File: src/rtl/row_col_cod_nxn_slew.sv
// N x N row/column thermometer encoder for the DCO capacitor array, with a
// slew-limited applied word, target clamping and busy/saturation flags.
module row_col_cod_nxn_slew #(
  parameter int SIZE     = 5,
  parameter int WW       = $clog2(SIZE*SIZE+1),
  parameter int MAX_STEP = 0,
  parameter int RST_WORD = 13
) (
  input  logic            clk,
  input  logic            rst,
  input  logic            en,
  input  logic [WW-1:0]   word,
  output logic [SIZE-1:0] r_all_n,
  output logic [SIZE-1:0] row,
  output logic [SIZE-1:0] col,
  output logic [WW-1:0]   cur_word,
  output logic            busy,
  output logic            sat
);

  localparam int FULL = SIZE * SIZE;

  // Returns {r_all_n, row, col} for applied code w; odd rows fill from the top bit.
  function automatic logic [3*SIZE-1:0] decode(input logic [WW-1:0] w);
    int              wi;
    int              ri;
    int              cc;
    logic [SIZE-1:0] ran;
    logic [SIZE-1:0] rw;
    logic [SIZE-1:0] cl;
    wi = int'(w);
    ri = 0;
    // Compare chain instead of a divider: ri counts completed rows below w.
    for (int i = 1; i < SIZE; i++) begin
      if (wi > i * SIZE) ri++;
    end
    cc = wi - ri * SIZE;
    for (int j = 0; j < SIZE; j++) begin
      ran[j] = (j >= ri);
      rw[j]  = (j == ri);
      cl[j]  = ri[0] ? (j >= SIZE - cc) : (j < cc);
    end
    return {ran, rw, cl};
  endfunction

  logic [WW-1:0] cur_next;
  logic [WW-1:0] tgt;
  logic          sat_next;

  always_comb begin
    int cur_i;
    int tgt_i;
    int diff;
    int nxt_i;
    // NOTE: every always_comb output is assigned up front so no path can infer a latch.
    cur_i    = int'(cur_word);
    tgt_i    = (int'(word) > FULL) ? FULL : int'(word);
    sat_next = (int'(word) > FULL);
    diff     = tgt_i - cur_i;
    nxt_i    = tgt_i;
    // Signed difference keeps the step from ever wrapping past 0 or FULL.
    if (MAX_STEP != 0 && (diff > MAX_STEP || diff < -MAX_STEP)) begin
      nxt_i = (diff > 0) ? cur_i + MAX_STEP : cur_i - MAX_STEP;
    end
    cur_next = WW'(nxt_i);
    tgt      = WW'(tgt_i);
  end

  // Falling-edge state; outputs are decoded from cur_next so they always match cur_word.
  always_ff @(negedge clk) begin
    // NOTE: sequential state uses non-blocking assignments so all registers sample together.
    if (rst) begin
      cur_word              <= WW'(RST_WORD);
      {r_all_n, row, col}   <= decode(WW'(RST_WORD));
      busy                  <= 1'b0;
      sat                   <= 1'b0;
    end else if (en) begin
      cur_word              <= cur_next;
      {r_all_n, row, col}   <= decode(cur_next);
      busy                  <= (cur_next != tgt);
      sat                   <= sat_next;
    end
  end

endmodule

File: config.mk
export PLATFORM = sky130hd
export DESIGN_NAME = row_col_cod_nxn_slew
export DESIGN_NICKNAME = d
export VERILOG_FILES = /design/src/rtl/row_col_cod_nxn_slew.sv
export SDC_FILE = /design/constraint.sdc
export NUM_CORES = 1
export LEC_CHECK = 0
export CORE_ASPECT_RATIO = 0.5
export CORE_MARGIN = 5
export CORE_UTILIZATION = 35
export DETAILED_ROUTE_END_ITERATION = 6
export GPL_ROUTABILITY_DRIVEN = 1
export MAX_ROUTING_LAYER = met4
export PLACE_DENSITY = 0.69
export REMOVE_ABC_BUFFERS = 1
export SLEW_MARGIN = 20
export SYNTH_ARGS = -nofsm -noshare
export SYNTH_HDL_FRONTEND = slang
export SYNTH_SLANG_ARGS = --single-unit
File: constraint.sdc
create_clock -name clk -period 5.4 [get_ports clk]
set_input_delay 0.54 -clock clk [delete_from_list [all_inputs] [get_ports clk]]
set_output_delay 0.54 -clock clk [all_outputs]
set_load 0.02 [all_outputs]
==> results.yml <==
cells_and_area:
  num_antenna_cells: 0
  utilization: 0.5983
  syn_to_final_growth_pct: 63.13
  final_nets: 377
  drive_gt1_frac: 0.3266
  design_area_mm2: 0.002978
placement:
  place_area_mm2: 0.002574
  hpwl_um: 3803
  gp_congestion: 0.8499
  numPortBuffers: 28
drt:
  wirelength_um: 5444
  num_vias: 2092
  detail_route.vias_per_cell: 5.029
  drt_iter0_drc: 94
  ant_nets: 0
  drtPass1Iterations: 4
  drc_errors: 0
  wl_per_cell_um: 13.09
power:
  pwr-share-comb: 0.709
  power.density_mw_per_mm2: 368.0
  seqPwrFrac: 0.152
  finalPower_mw: 1.096
  power.net_switching_uw: 460.2
  internal-power_uw: 635.6
  p_leak_nw: 1.369
  pwr-share-clk: 0.140
  switching_share: 0.4200
  ir_worst_vdd_v: 0.0002213
floorplan:
  die-area_mm2: 0.006848
  die_height_um: 61.07
  core_area_mm2: 0.004977
  start_util: 0.3668
  ios: 30
  die_w_um: 112.1
  num_rows: 18
global_routing:
  grt.overflow.total: 0
  grt_max_degree: 21
  grt_util_met1: 0.1743
  track_usage: 0.1720
  globalRouteMet3Util: 0.04612
  use_met2: 0.3260
  antenna_found_initial: 0
  busiest_layer: "met2"
  first_global_vias: 2236
  grt_pass1_wl_um: 9335
status:
  violations: "setup timing"
  outcome: "complete, but fails checks"
critical_path:
  path_class: "primary input to register"
  worst_setup_path_start_kind: "primary input"
  endpoint_kind: "register"
  required_ps: 2970
  ff2ff_setup_slack_ps: 4560
  crit_fanout: 4
  worstPathArrival_ps: 5060
sta:
  relSlewSlack: 0.6111
  rsz0062_at_grt: "yes"
  tightest_slew_ps: 582.7
  hold_viol: 0
  setup_viol: 5
  setup_ws_ps: -2090
  clock_skew_ps: 0
  setup_tns_ps: -10200
  drv_slew: 0
logic_synthesis:
  ys_ff_latch: 20
  synth_edf_count: 0
  synth-compound-area-share: 0.2570
  ys_seq_area_frac: 0.2193
  syn_inst: 239
  synth_top_family_by_area: "compound AO/OA/AOI/OAI gates"
  yosys_warnings: 0
  yosys.area_share.xor_xnor: 0.03358
  syn_avg_cell_area_um2: 7.638
  synth.mux.area_fraction: 0.03290
  synth_cell_types: 54
  synth-main-ff-cell: "dfxtp_1"
  syn-cell-area_mm2: 0.001826
  synth-simple-area-share: 0.2166
  async_reset_ff_frac: 0
  synthAdderAreaFrac: 0.1549
cts:
  clock_latency_ps: 330
  clkSlewWorstSetupHoldPaths_ps: 30
  numCtsBuffers: 3
  ctsHoldBuffers: 0
  htreeDepth: 1
  cts_tree: "yes"
  ctsLongestPathBuffers: 2
  clock_sinks: 20
  cts_root_buffer: "clkbuf_8"
hold_path:
  worstHoldPathType: "register to register"
run:
  maxCapViolCount: 0
-- per-stage QoR --
step	setup WS [ps]	instances	hold slack (ps)
6_report	-2090	416	458.9
5_1_grt	-2240	416	482.3
4_1_cts	-1997	413	460.6
3_5_place_dp	-2993	385	452.3
3_3_place_gp	-2798	385	448.8
2_1_floorplan	-2845	230	528.4
-- timing repair --
| item | CTS | global route |
|---|---|---|
| gates cloned | 0 | 0 |
| setup buffers | 5 | 3 |
| pin swaps | 24 | 17 |
| endpoints found under the setup margin | 13 | 5 |
| resized for setup | 47 | 9 |
-- routing by layer --
metal  vias up  routed length [um]
met1       969                2272
met3        12                 242
met5         -                   0
met2        56                2853
met4         0                  76
li1       1055                   -
-- synthesized netlist by cell type (2+ instances only) --
master	number	area [um^2]
nand2_1	23	86.33
a21oi_1	22	110.1
inv_1	22	82.58
nor2_1	22	82.58
ha_1	21	262.8
dfxtp_1	20	400.4
nand3_1	12	60.06
clkbuf_1	7	26.28
o21ai_0	7	35.03
mux2i_1	6	60.06
a211o_1	5	43.79
nand3b_1	5	37.54
xor2_1	4	35.03
a21o_1	3	22.52
a31oi_1	3	18.77
buf_4	3	22.52
o211ai_1	3	22.52
o21a_1	3	22.52
xnor2_1	3	26.28
a31o_2	2	17.52
buf_2	2	10.01
conb_1	2	7.510
nand2b_1	2	12.51
nand4_1	2	12.51
nor2b_1	2	12.51
nor4b_1	2	17.52
o21ai_1	2	10.01
o21bai_1	2	15.01
or3_1	2	12.51
-- critical path, cell delays in order --
cell,delay [ps]
buf_6,90
a21o_1,180
a21oi_2,170
inv_2,60
ha_4,280
xor2_2,130
ha_2,190
nand2_2,50
a21o_1,160
a21oi_2,190
buf_4,150
ha_4,190
ha_4,260
inv_2,40
ha_4,270
nand3_2,60
o31a_1,280
a21oi_2,170
ha_1,260
a21oi_1,120
nand2_1,120
or4b_4,520
a21boi_4,230
a22o_1,180
a311o_1,170
-- registers in the layout, indices dropped and copies added (netlist names) --
name      count
sat           1
r_all_n       4
col           5
cur_word      5
row           5
-- cell usage in the layout (no fill, tap or decap), types with 3 or more instances in the layout --
master,count
a211o_1,5
a21o_1,3
a21oi_1,18
a21oi_2,4
a31oi_1,3
buf_4,63
buf_6,5
clkbuf_8,3
clkdlybuf4s50_1,23
conb_1,5
dfxtp_1,20
ha_1,11
ha_4,9
inv_1,37
inv_2,5
mux2i_1,4
nand2_1,21
nand3_1,9
nand3_2,3
nand3b_1,5
nor2_1,22
o211ai_1,3
o21a_1,3
o21ai_0,7
xnor2_1,3
xor2_1,3
-- power by group through the flow --
stage	combinational, mW	sequential (mW)	clock [mW]
after floorplan	0.342	0.182	0.0238
after global placement	0.630	0.168	0.0238
after detailed placement	0.642	0.168	0.0238
after CTS	0.731	0.166	0.159
after global routing	0.844	0.167	0.184
final	0.777	0.166	0.153
-- kinds of logic (layout without fill, tap and decap cells) --
group,Yosys count,in the layout
fa+ha+maj,22,22
buf+inv,36,140
simple gates,80,80
other cells,2,5
xor+xnor,7,7
flops,20,20
compound gates,66,66
mux,6,6
-- path summary, 6_finish.rpt --
kind,start,end,depth (start not counted)
min,cur_word[1]$_SDFFE_NP0P_,cur_word[1]$_SDFFE_NP0P_,2
max reg2reg,col[1]$_SDFFE_NP1P_,col[1]$_SDFFE_NP1P_,3
min reg2reg,cur_word[1]$_SDFFE_NP0P_,cur_word[1]$_SDFFE_NP0P_,2
max,word[0],col[1]$_SDFFE_NP1P_,25
-- final cells by class --
class | instances | area, um^2
multi-input cells | 186 | 1501
clock buffers | 3 | 41.29
inverters | 23 | 86.33
repair buffers | 93 | 780.7
fillers | 396 | 1999
well taps | 70 | 87.58
flip-flops and latches | 20 | 400.4
clock inverters | 21 | 80.08
Power figures use the tool's default switching activity.
